[config.mk]
export PLATFORM = sky130hd
export DESIGN_NAME = fetch_stage
export DESIGN_NICKNAME = d
export VERILOG_FILES = /design/src/rtl/fetch_stage.sv
export SDC_FILE = /design/constraint.sdc
export NUM_CORES = 1
export LEC_CHECK = 0
export CAP_MARGIN = 0
export CELL_PAD_IN_SITES_DETAIL_PLACEMENT = 1
export CELL_PAD_IN_SITES_GLOBAL_PLACEMENT = 1
export CORE_MARGIN = 2
export CORE_UTILIZATION = 30
export CTS_BUF_LIST = sky130_fd_sc_hd__clkbuf_8
export DETAILED_ROUTE_END_ITERATION = 7
export PLACE_DENSITY_LB_ADDON = 0.05
export SKIP_CTS_REPAIR_TIMING = 1
export SLEW_MARGIN = 20
export SYNTH_ARGS = -nofsm -noshare
export SYNTH_HDL_FRONTEND = slang
export SYNTH_SLANG_ARGS = --single-unit
[constraint.sdc]
create_clock -name clk -period 2.6 [get_ports clk]
set_input_delay 0.26 -clock clk [delete_from_list [all_inputs] [get_ports clk]]
set_output_delay 0.26 -clock clk [all_outputs]
set_load 0.05 [all_outputs]
[src/rtl/fetch_stage.sv]
// Fetch stage: fetches one instruction at a time from imem and hands {mask, pc, insn} to decode.
// Optional perf counters are built when FETCH_STAGE_PERF_CNT_EN is defined.
module fetch_stage #(
  parameter logic [63:0] RESET_PC    = 64'h0,
  parameter int unsigned NUM_LANES   = 8,
  parameter logic [7:0]  HALT_OPCODE = 8'hFF,
  parameter int unsigned INSN_BYTES  = 4
) (
  input  logic                 clk,
  input  logic                 reset_n,
  input  logic [NUM_LANES-1:0] exec_mask_in,
  input  logic                 redirect_valid,
  input  logic [63:0]          redirect_pc,
  output logic                 imem_req_valid,
  output logic [63:0]          imem_req_addr,
  input  logic                 imem_req_ready,
  input  logic                 imem_rsp_valid,
  input  logic [31:0]          imem_rsp_data,
  output logic                 dec_valid,
  output logic [63:0]          dec_pc,
  output logic [31:0]          dec_insn,
  output logic [NUM_LANES-1:0] dec_exec_mask,
  input  logic                 dec_ack,
  output logic                 halted,
  output logic [31:0]          perf_fetch_cnt,
  output logic [31:0]          perf_stall_cnt
);

  typedef enum logic [1:0] {StReq, StWait, StSend, StHalt} state_e;

  state_e                 state_q, state_d;
  logic [63:0]            pc_q, pc_d;
  logic                   discard_q, discard_d;
  logic                   req_valid_q;
  logic                   pkt_load;
  logic [63:0]            pkt_pc_q;
  logic [31:0]            pkt_insn_q;
  logic [NUM_LANES-1:0]   pkt_mask_q;

  always_comb begin
    state_d   = state_q;
    pc_d      = pc_q;
    discard_d = discard_q;
    pkt_load  = 1'b0;
    unique case (state_q)
      StReq: begin
        if (req_valid_q && imem_req_ready) state_d = StWait;
      end
      StWait: begin
        if (imem_rsp_valid) begin
          if (discard_q) begin
            discard_d = 1'b0;
            state_d   = StReq;
          end else begin
            pkt_load = 1'b1;
            state_d  = StSend;
          end
        end
      end
      StSend: begin
        if (dec_ack) begin
          if (pkt_insn_q[7:0] == HALT_OPCODE) begin
            state_d = StHalt;
          end else begin
            pc_d    = pc_q + 64'(INSN_BYTES);
            state_d = StReq;
          end
        end
      end
      StHalt: begin
        state_d = StHalt;
      end
      default: state_d = StReq;
    endcase

    // Redirect wins; a request already accepted (or still unanswered) leaves one stale response.
    if (redirect_valid) begin
      pc_d     = redirect_pc;
      pkt_load = 1'b0;
      state_d  = StReq;
      if ((state_q == StWait && !imem_rsp_valid) ||
          (state_q == StReq && req_valid_q && imem_req_ready)) begin
        discard_d = 1'b1;
        state_d   = StWait;
      end
    end
  end

  always_ff @(posedge clk or negedge reset_n) begin
    if (!reset_n) begin
      state_q     <= StReq;
      pc_q        <= RESET_PC;
      discard_q   <= 1'b0;
      req_valid_q <= 1'b0;
      pkt_pc_q    <= '0;
      pkt_insn_q  <= '0;
      pkt_mask_q  <= '0;
    end else begin
      state_q     <= state_d;
      pc_q        <= pc_d;
      discard_q   <= discard_d;
      // Registered so every output reads 0 while reset is held.
      req_valid_q <= (state_d == StReq);
      if (pkt_load) begin
        pkt_pc_q   <= pc_q;
        pkt_insn_q <= imem_rsp_data;
        pkt_mask_q <= exec_mask_in;
      end
    end
  end

  assign imem_req_valid = req_valid_q;
  assign imem_req_addr  = pc_q;
  assign dec_valid      = (state_q == StSend);
  assign dec_pc         = pkt_pc_q;
  assign dec_insn       = pkt_insn_q;
  assign dec_exec_mask  = pkt_mask_q;
  assign halted         = (state_q == StHalt);

`ifdef FETCH_STAGE_PERF_CNT_EN
  logic [31:0] fetch_cnt_q, stall_cnt_q;

  always_ff @(posedge clk or negedge reset_n) begin
    if (!reset_n) begin
      fetch_cnt_q <= '0;
      stall_cnt_q <= '0;
    end else if (dec_valid) begin
      if (dec_ack) fetch_cnt_q <= fetch_cnt_q + 32'd1;
      else         stall_cnt_q <= stall_cnt_q + 32'd1;
    end
  end

  assign perf_fetch_cnt = fetch_cnt_q;
  assign perf_stall_cnt = stall_cnt_q;
`else
  assign perf_fetch_cnt = '0;
  assign perf_stall_cnt = '0;
`endif

endmodule

* After elaboration in Yosys (flattened, before gate mapping)
Cells that the tools add are included.
** Word-level totals
- Register bits after elaboration :: 172
- Input bits :: 110
- Output and inout bits :: 235
- Logic and storage cells :: 44
** Cells by class
- Add/subtract/negate cells :: 1
- Eq/ne operators :: 5
- Multiplexer cells :: 20
- Reduce and logical (&&, ||, !) cells :: 11
** Operators with widths (count)
- $mux W64 :: 4
- $add A64 B3 Y64 const B :: 1
- $mux W2 :: 6
- $mux W1 :: 9
- $eq A8 B8 Y1 const B :: 1
- $pmux W2 S4 :: 1
- $eq A2 B2 Y1 const B :: 2
- $logic_and A1 B1 Y1 :: 4
- $logic_not A2 Y1 :: 2
- $reduce_bool A2 Y1 :: 2
- $reduce_and A3 Y1 :: 1
- $eq A2 B1 Y1 const B :: 1
- $ne A2 B2 Y1 const B :: 1
- $logic_not A1 Y1 :: 1
- $logic_or A1 B1 Y1 :: 1

* Longest topological paths before layout
Gate-level depths: netlist (run 1).
- Depth after elaboration :: 7
- Gate-level depth with buffers :: 8
- Gate-level depth less buffers :: 6

* Least setup slack after synthesis (run 1)
No wires, ideal clock.
- Path type :: reg-to-reg
- Start :: reg pc_q[2], in the netlist imem_req_addr[2]
- End :: reg pc_q[62], in the netlist imem_req_addr[62]
- Setup time :: 131 ps
- Arrival :: 2697 ps
- Required time :: 2469 ps
- Path slack :: -228 ps
- Stages on the path, launching flop included :: 8
- Path buffers :: 1
- Clock period less this slack :: 2828 ps
- Path through :: dfrtp_1 ha_1 nand3_1 a2111oi_0 or4b_1 buf_2 mux2i_1 or3_1
** On the way
- Longest elaborated chain between the ends :: 5
** Ends and longest elaborated chain
- from (decl) :: RTL line 32 : logic [63:0] pc_q, pc_d;
- from (signal assigned) :: RTL line 100 : pc_q <= pc_d;
- $add A64 B3 Y64 :: RTL line 65 : pc_d = pc_q + 64'(INSN_BYTES);
- $mux W64 :: RTL line 62 : if (pkt_insn_q[7:0] == HALT_OPCODE) begin
- $mux W64 :: RTL line 61 : if (dec_ack) begin
- $mux W64 :: RTL line 45 : unique case (state_q)
- $mux W64 :: RTL line 77 : if (redirect_valid) begin
Every way passes these cells. The select of a mux whose other input is x is not followed.
A chain may end at the register's enable or synchronous reset.

* Worst setup path in the final report (run 1)
Ends and elaborated chain as after synthesis.

==> results_dict.tcl, run 1 <==
set metrics [dict create \
    fin_total_pwr_uw 13100 \
    synth_edf_count 0 \
    path_max_fanout 4 \
    p_switching_uw 6230 \
    cts.htree.levels 4 \
    cp-end-kind "register" \
    hold_viol_final 0 \
    combPwrFrac_pct 53.0 \
    stdcell_count 1476 \
    crit_path_cell_trace "ha_1, nand3_1, a2111oi_4, buf_4, or4b_4, mux2i_1, or3_1" \
    drt_iter0_markers 285 \
    timing.rr.end "imem_req_addr[62]" \
    hold_ws_ns 0.295 \
    hp-class "in -> async" \
    start_kind "register" \
    die_w_um 172 \
    max_freq_ghz 0.419 \
    hpwlAfterDp_um 19800 \
    antenna_found_initial 5 \
    peakVddDrop_mv 0.639 \
    status "finished clean" \
    placed_cells 1441 \
    synth.cell_area_um2 8450 \
    grt_use_total_pct 18.4 \
    nets 1194 \
    maxSlewViolCount 0 \
    grt_pass1_wl_um 41600 \
    min_period_ns 2.39 \
    wl_um 27200 \
    r2r_start "imem_req_addr[2]" \
    grt_pass1_vias 7261 \
    layout-drive-gt1-share_pct 18.9 \
    ant_nets 0 \
    finalSetupViolations 0 \
    clock_sinks 172 \
    clock_path_buffers 2 \
    finalInstanceArea_um2 12200 \
    yosys_warnings 0 \
    synthCells 781 \
    drcViolationCount 0 \
    core_area_um2 27800 \
    pin_count 345 \
    min_period_over_period_pct 91.9 \
    seq_power_share_pct 31.7 \
    clkPwrFrac_pct 15.3 \
    cp_data_required_time_ns 2.95 \
    synth.most_common_cell "dfrtp_1" \
    grt_max_degree 81 \
    wire_per_inst_um 18.4 \
    clkTransAtPathRegs_ns 0.11 \
    io_buffers 280 \
    path_class "reg -> reg" \
    crit_path_top_delay_cell "or4b_4" \
    die_h_um 172 \
    dr.pass1.iters 4 \
    synth_commonest_cells "dfrtp_1, mux2_2, buf_4" \
    gr-total-overflow 0 \
    wl_met3_um 1710 \
    p_leak_uw 0.00489 \
    insertion_delay_ns 0.47 \
    placed_area_um2 11700 \
    rows 61 \
    drt-met1-wl_um 11800 \
    critPathLaunch "imem_req_addr[2]" \
    synth_area_leaders "dfrtp_1, mux2_2, buf_4, nand2_1, o21ai_0" \
    cts_buffers 17 \
    p_int_uw 6830 \
    grt_setup_unrepaired "no" \
    cp.arrival_ns 2.74 \
    syn_avg_cell_area_um2 10.8 \
    die_area_um2 29500 \
    cts_tree "done" \
    ys_types 52 \
    yosysTopAreaCell "dfrtp_1" \
    root_buffer "clkbuf_8" \
    r2r_setup_slack_ns 0.21 \
    tightestPinTransition_ns 0.772 \
    gp_congestion 0.732 \
    max_stage_delay_ns 0.50 \
    maxCapViolations 0 \
    ys.flop_type "dfrtp_1" \
    viasPerCell 4.77 \
    ys_seq_area_share_pct 50.9 \
    top_layer_used "met5" \
    start_util_pct 30.4 \
    ys_ff_latch 172 \
    skew_ns 0.0191 \
    ff2ff_path_depth 7 \
    relSlewSlack_pct 48.5 \
    met2WireLength_um 13200 \
    synth_top_area_share_pct 50.9 \
    ys_async_sr_fraction_pct 100 \
    dr_total_vias 7044 \
    power_density_nw_per_um2 1070 \
    swShare_pct 47.7 \
    area_delta_synth_final_pct 44.0 \
]
-- logic make-up after synthesis --
| group | share of synthesized area, % |
|---|---|
| adders and majority gates | 0.148 |
| AOI/OAI and AO/OA | 8.47 |
| muxes | 13.4 |
| other | 0.0444 |
| xor gates and xnor gates | 2.38 |
| DFF | 50.9 |
| buffers and inverters | 8.11 |
| and+or+nand+nor | 16.5 |
-- area by class of cell --
type	count	area (µm²)
clock buffers	18	248
well taps	378	473
diodes	2	5.00
multi-input cells	554	3720
inverters	11	41.3
repair buffers	327	3210
flip-flops and latches	172	4320
fillers	3121	15600
clock inverters	14	154
-- sequential cells by signal, indices dropped and copies added (netlist names) --
signal          cells
imem_req_valid      1
dec_exec_mask       8
dec_insn           32
dec_pc             64
state_q             2
discard_q           1
imem_req_addr      64
-- worst max-delay path, delay by kind of cell, from the launching register on --
kind                       cells  cell delay (ns)
buffers and inverters          1             0.18
AOI/OAI and AO/OA              1             0.37
and+or+nand+nor                3             1.04
DFF                            1             0.37
adders and majority gates      1             0.18
muxes                          1             0.14
-- power groups by stage --
stage	Sequential (µW)	Combinational (µW)	Clock, µW
after floorplan	7330	1360	0
final	4150	6930	1990
after global placement	4160	6960	0
after global routing	4270	7220	2190
after CTS	4150	7000	2090
after detailed placement	4200	6990	0
-- per-layer routing --
layer | track usage (%) | vias to the layer above
li1 | - | 3313
met1 | 23.2 | 3515
met2 | 31.1 | 183
met3 | 5.04 | 27
met4 | 4.57 | 6
met5 | 0 | -
-- per-stage QoR --
step	setup slack [ns]	TNS [ns]	utilization, %
after floorplan	0.00590	0	-
after global placement	-0.0565	-0.0565	42.2
after detailed placement	-0.0882	-0.0882	42.2
after CTS	-0.00806	-0.00806	43.7
after global routing	0.0216	0	43.8
final	0.211	0	43.8
-- layout by cell type (no fill, tap or decap), types with 4 or more instances in the layout --
cell,count
o21ai_0,39
buf_12,4
buf_4,42
nor4_1,9
nand2_1,54
or3_1,5
nand3_1,27
dfrtp_1,158
inv_1,11
or2_2,5
conb_1,64
and3_1,4
inv_6,5
mux2i_1,4
nor2_1,43
a31oi_1,28
o31ai_1,24
or4_1,25
nand4_1,29
dfrtp_2,14
and4_1,9
mux2_2,97
xnor2_1,19
nor2b_1,7
clkdlybuf4s50_1,278
and2_1,4
clkbuf_8,19
xor2_1,4
nor3_1,20
a221o_1,5
-- worst max-delay path by stage --
stage | to | slack [ns] | depth (start not counted)
global placement | imem_req_addr[62] | -0.06 | 7
floorplan | imem_req_addr[62] | 0.006 | 6
finish | imem_req_addr[62] | 0.21 | 7
global route | imem_req_addr[52] | 0.02 | 6
detailed placement | imem_req_addr[62] | -0.09 | 7
CTS | imem_req_addr[62] | -0.008 | 7
(Power assumes the default switching activity.)
==> run 2: changes to the inputs <==
- ABC_AREA: not set -> 1
==> run 2 against run 1 <==
  * Setup slack better by 0.19 ns
  * Sequential power up 3%
  * Critical path type is now reg -> out
  * Clock-buffer cell count unchanged
  * Via count up 28%
  * Non-clock buffer count down 30
  * Utilization down 2.4 points
==> results_dict.tcl, run 2 <==
set metrics [dict create \
    status "finished clean" \
    relSlewSlack_pct 55.9 \
    ys_async_sr_fraction_pct 100 \
    clock_path_buffers 2 \
    power_density_nw_per_um2 1030 \
    start_util_pct 30.4 \
    finalInstanceArea_um2 13000 \
    layout_commonest_cell "nand2_1" \
    cts.htree.levels 4 \
    ys_types 35 \
    synth.cell_area_um2 9580 \
    wl_um 35900 \
    die_h_um 183 \
    synth_top_area_share_pct 44.9 \
    ant_nets 0 \
    hpwlAfterDp_um 28200 \
    nets 1619 \
    core_area_um2 31500 \
    setup_tns_ns 0 \
    cts_buffers 17 \
    synth_commonest_cells "nand2_1, dfrtp_1, nor2_1" \
    area_delta_synth_final_pct 36.1 \
    synth_edf_count 0 \
    synth_area_leaders "dfrtp_1, nand2_1, nor2_1, buf_4, mux2_2" \
    min_period_ns 2.20 \
    maxCapViolations 0 \
    grt_pass1_wl_um 54900 \
    io_buffers 280 \
    placed_area_um2 12600 \
    cp_data_required_time_ns 2.34 \
    tightestPinTransition_ns 0.659 \
    root_buffer "clkbuf_8" \
    grt_use_total_pct 21.7 \
    max_stage_delay_ns 0.91 \
    synth.most_common_cell "nand2_1" \
    min_period_over_period_pct 84.8 \
    p_leak_uw 0.00591 \
    antenna_found_initial 0 \
    cts_tree "done" \
    grt_setup_unrepaired "no" \
    crit_family "buffers and inverters" \
    drt_iter0_markers 385 \
    hold_ws_ns 0.270 \
    cp_num_buf_inv 1 \
    insertion_delay_ns 0.48 \
    viasPerCell 4.67 \
    syn_avg_cell_area_um2 7.78 \
    pin_count 345 \
    place_ws_ns 0.542 \
    crit_path_cell_trace "clkdlybuf4s50_1" \
    dr.pass1.iters 5 \
    grt_max_degree 92 \
    gp_congestion 0.902 \
    ys_ff_latch 172 \
    gr-total-overflow 0 \
    yosysTopAreaCell "dfrtp_1" \
    cp.arrival_ns 1.94 \
    yosys_warnings 0 \
    drcViolationCount 0 \
    path_class "reg -> out" \
    die_w_um 183 \
    crit_path_top_delay_cell "clkdlybuf4s50_1" \
    hp-class "in -> async" \
    hold_viol_final 0 \
    path_max_fanout 7 \
    final_core_util_pct 41.4 \
    start_kind "register" \
    cp-end-kind "primary output" \
    dr_total_vias 8983 \
    clock_sinks 172 \
    grt_pass1_vias 9207 \
    die_area_um2 33400 \
    ys.flop_type "dfrtp_1" \
    num_antenna_cells 0 \
    peakVddDrop_mv 0.596 \
    finalSetupViolations 0 \
    clkTransAtPathRegs_ns 0.10 \
    layout-drive-gt1-share_pct 8.48 \
    rows 65 \
    layout_common_cells "nand2_1, clkdlybuf4s50_1, dfrtp_1, nor2_1, inv_1" \
    max_freq_ghz 0.454 \
    maxSlewViolCount 0 \
    skew_ns 0.0173 \
    wire_per_inst_um 18.7 \
    synthCells 1231 \
    fin_ws_ns 0.396 \
    ys_seq_area_share_pct 44.9 \
]
==> run 2: path summary, 6_finish.rpt <==
kind,from,end,slack (ns),depth (start not counted)
min in group clk,redirect_valid,dec_exec_mask[4],0.31,4
worst max-delay path,imem_req_addr[36],imem_req_addr[36],0.40,1
worst min-delay path,reset_n,dec_insn[8],0.27,2
worst min register to register,dec_pc[19],dec_pc[19],0.49,2
worst max register to register,imem_req_addr[2],imem_req_addr[60],0.63,10
max in group asynchronous,reset_n,dec_insn[31],1.56,3
==> run 2: logic make-up (layout without fill, tap and decap cells) <==
kind of cell | Yosys count | in the layout | share of synthesized area, %
other | 1 | 64 | 0.0391
adders and majority gates | 1 | 1 | 0.131
buffers and inverters | 224 | 451 | 12.0
DFF | 172 | 172 | 44.9
muxes | 44 | 44 | 5.17
xor gates and xnor gates | 24 | 24 | 2.19
AOI/OAI and AO/OA | 139 | 139 | 8.05
and+or+nand+nor | 626 | 626 | 27.5
==> run 2: power breakdown <==
part	switching [µW]	leakage [µW]	internal, µW
Sequential	680	0.00212	3580
Combinational	4780	0.00357	2280
Clock	1120	0.000223	1000
Total	6580	0.00591	6850
==> run 2: stage by stage <==
| step | instances | power, µW |
|---|---|---|
| 2_1_floorplan | 1294 | 8830 |
| 3_3_place_gp | 1890 | 11300 |
| 3_5_place_dp | 1890 | 11400 |
| 4_1_cts | 1922 | 13600 |
| 5_1_grt | 1923 | 14100 |
| 6_report | 1923 | 13400 |
==> run 2: cell type report <==
class,instances,area [µm²]
clock buffers,18,248
fillers,3825,18400
flip-flops and latches,172,4300
well taps,402,503
clock inverters,14,183
repair buffers,297,2970
multi-input cells,898,4380
inverters,122,458
==> run 2: routing by layer <==
layer	global-route usage (%)	share of wire (%)	vias up
met3	4.39	5.1	21
met4	4.45	0.96	0
li1	-	-	4334
met2	36.5	48	230
met1	29.0	46	4398
met5	0	0	-
==> run 3: changes to the inputs <==
- clock period: 2.6 -> 2.1 ns (I/O delays scaled with it)
==> run 3 against run 2 <==
  * Clock-buffer cell count shrank 1
  * Sequential cell count is the same
  * Setup slack lost 0.35 ns
  * Sequential power grew 24%
  * Clock skew grew 0.0075 ns
  * Utilization grew 0.82 points
  * Global-route usage grew 0.40 points
  * Critical path type unchanged
  * Critical endpoint is now imem_req_addr[43]
  * Largest power group unchanged
==> results_dict.tcl, run 3 (same netlist as run 2, synthesis figures left out) <==
set metrics [dict create \
    cts.htree.levels 4 \
    swShare_pct 50.1 \
    cp_num_buf_inv 1 \
    wire_per_inst_um 18.9 \
    relSlewSlack_pct 61.3 \
    core_area_um2 31500 \
    die_h_um 183 \
    path_class "reg -> out" \
    path_max_fanout 5 \
    max_stage_delay_ns 0.86 \
    clock_path_buffers 2 \
    grt_use_total_pct 22.1 \
    maxCapViolations 0 \
    seq_power_share_pct 31.9 \
    rows 65 \
    cp.arrival_ns 1.84 \
    cp-end-kind "primary output" \
    cp_data_required_time_ns 1.89 \
    nets 1639 \
    seq_area_um2 4300 \
    drcViolationCount 0 \
    min_period_ns 2.05 \
    combPwrFrac_pct 52.8 \
    crit_family "buffers and inverters" \
    status "finished clean" \
    pin_count 345 \
    area_delta_synth_final_pct 38.8 \
    p_switching_uw 8340 \
    final_core_util_pct 42.3 \
    dr.pass1.iters 4 \
    clock_sinks 172 \
    antenna_found_initial 0 \
    power_density_nw_per_um2 1250 \
    fillers 3810 \
    insertion_delay_ns 0.48 \
    max_freq_ghz 0.488 \
    die_area_um2 33400 \
    start_kind "register" \
    min_period_over_period_pct 97.6 \
    wl_um 36700 \
    cts_buffers 17 \
    gr-total-overflow 0 \
    clkTransAtPathRegs_ns 0.11 \
    dr_total_vias 9026 \
    layout_common_cells "nand2_1, clkdlybuf4s50_1, dfrtp_1, nor2_1, inv_1" \
    num_antenna_cells 0 \
    hpwlAfterDp_um 29100 \
    grt_setup_unrepaired "no" \
    layout_commonest_cell "nand2_1" \
    cts_tree "done" \
    crit_path_top_delay_cell "clkdlybuf4s50_1" \
    hold_ws_ns 0.171 \
    drt_iter0_markers 472 \
    ant_nets 0 \
    hp-class "in -> reg" \
    skew_ns 0.0249 \
    grt_pass1_vias 9387 \
    layout-drive-gt1-share_pct 9.81 \
    maxSlewViolCount 0 \
    start_util_pct 30.4 \
    hold_viol_final 0 \
    io_buffers 280 \
    clkPwrFrac_pct 15.3 \
    multiInputGateArea_um2 4380 \
    p_leak_uw 0.00627 \
    p_int_uw 8300 \
    gp_congestion 0.877 \
    viasPerCell 4.65 \
    finalSetupViolations 0 \
    die_w_um 183 \
    crit_path_cell_trace "clkdlybuf4s50_1" \
    grt_pass1_wl_um 56000 \
    root_buffer "clkbuf_8" \
    tightestPinTransition_ns 0.580 \
    peakVddDrop_mv 0.830 \
    grt_max_degree 54 \
]
==> run 3: changes by cell type in the layout (fill, tap and decap cells not counted) <==
| cell | previous run | this run |
|---|---|---|
| clkdlybuf4s50_1 | 278 | 253 |
| dlymetal6s2s_1 | 0 | 23 |
| buf_4 | 13 | 29 |
| buf_12 | 3 | 9 |
| clkinv_8 | 0 | 3 |
| bufinv_16 | 3 | 1 |
| inv_8 | 2 | 4 |
| clkbuf_8 | 18 | 17 |
| clkinv_2 | 1 | 0 |
| inv_1 | 119 | 118 |
| inv_6 | 3 | 2 |
==> run 3: layer usage <==
layer  global-route usage (%)  vias to the layer above  routed length (µm)
li1                         -                     4366                   -
met1                     30.5                     4377               17200
met2                     36.6                      258               17300
met3                     3.19                       25                1640
met4                     5.35                        0                 532
met5                        0                        -                   0
==> run 3: worst paths after layout <==
kind                       slack (ns)         startpoint  cells after the start                end
setup / recovery                 0.05  imem_req_addr[43]                      1  imem_req_addr[43]
hold / removal                   0.17     redirect_valid                      3   imem_req_addr[0]
setup reg to reg                 0.16   imem_req_addr[2]                     10  imem_req_addr[60]
hold reg to reg                  0.49         dec_pc[23]                      2         dec_pc[23]
max in group asynchronous        1.11            reset_n                      3         dec_pc[10]
min in group asynchronous        0.24            reset_n                      2   dec_exec_mask[3]
==> run 3: cell type report <==
type,instances,area share [%]
flip-flops and latches,172,32.4
well taps,402,3.78
clock buffers,17,1.76
inverters,122,3.44
clock inverters,14,1.33
repair buffers,317,24.4
multi-input cells,898,32.9
==> run 3: through the flow <==
step                      power [µW]  worst slack, ns  cells  cell area [µm²]  setup TNS, ns
final                          16600           0.0504   1942            13300              0
after global routing           17500         0.000436   1942            13300              0
after CTS                      16800          -0.0490   1941            13200         -0.117
after detailed placement       14200            0.181   1910            12800              0
after global placement         14100            0.222   1910            12800              0
after floorplan                10900            0.141   1294             9820              0
==> run 3: power groups by stage <==
stage               Combinational [µW]  Sequential [µW]  Clock, µW
finish                            8790             5300       2550
global route                      9260             5470       2750
CTS                               8880             5320       2630
detailed placement                8860             5370          0
global placement                  8770             5360          0
floorplan                         1880             9050          0
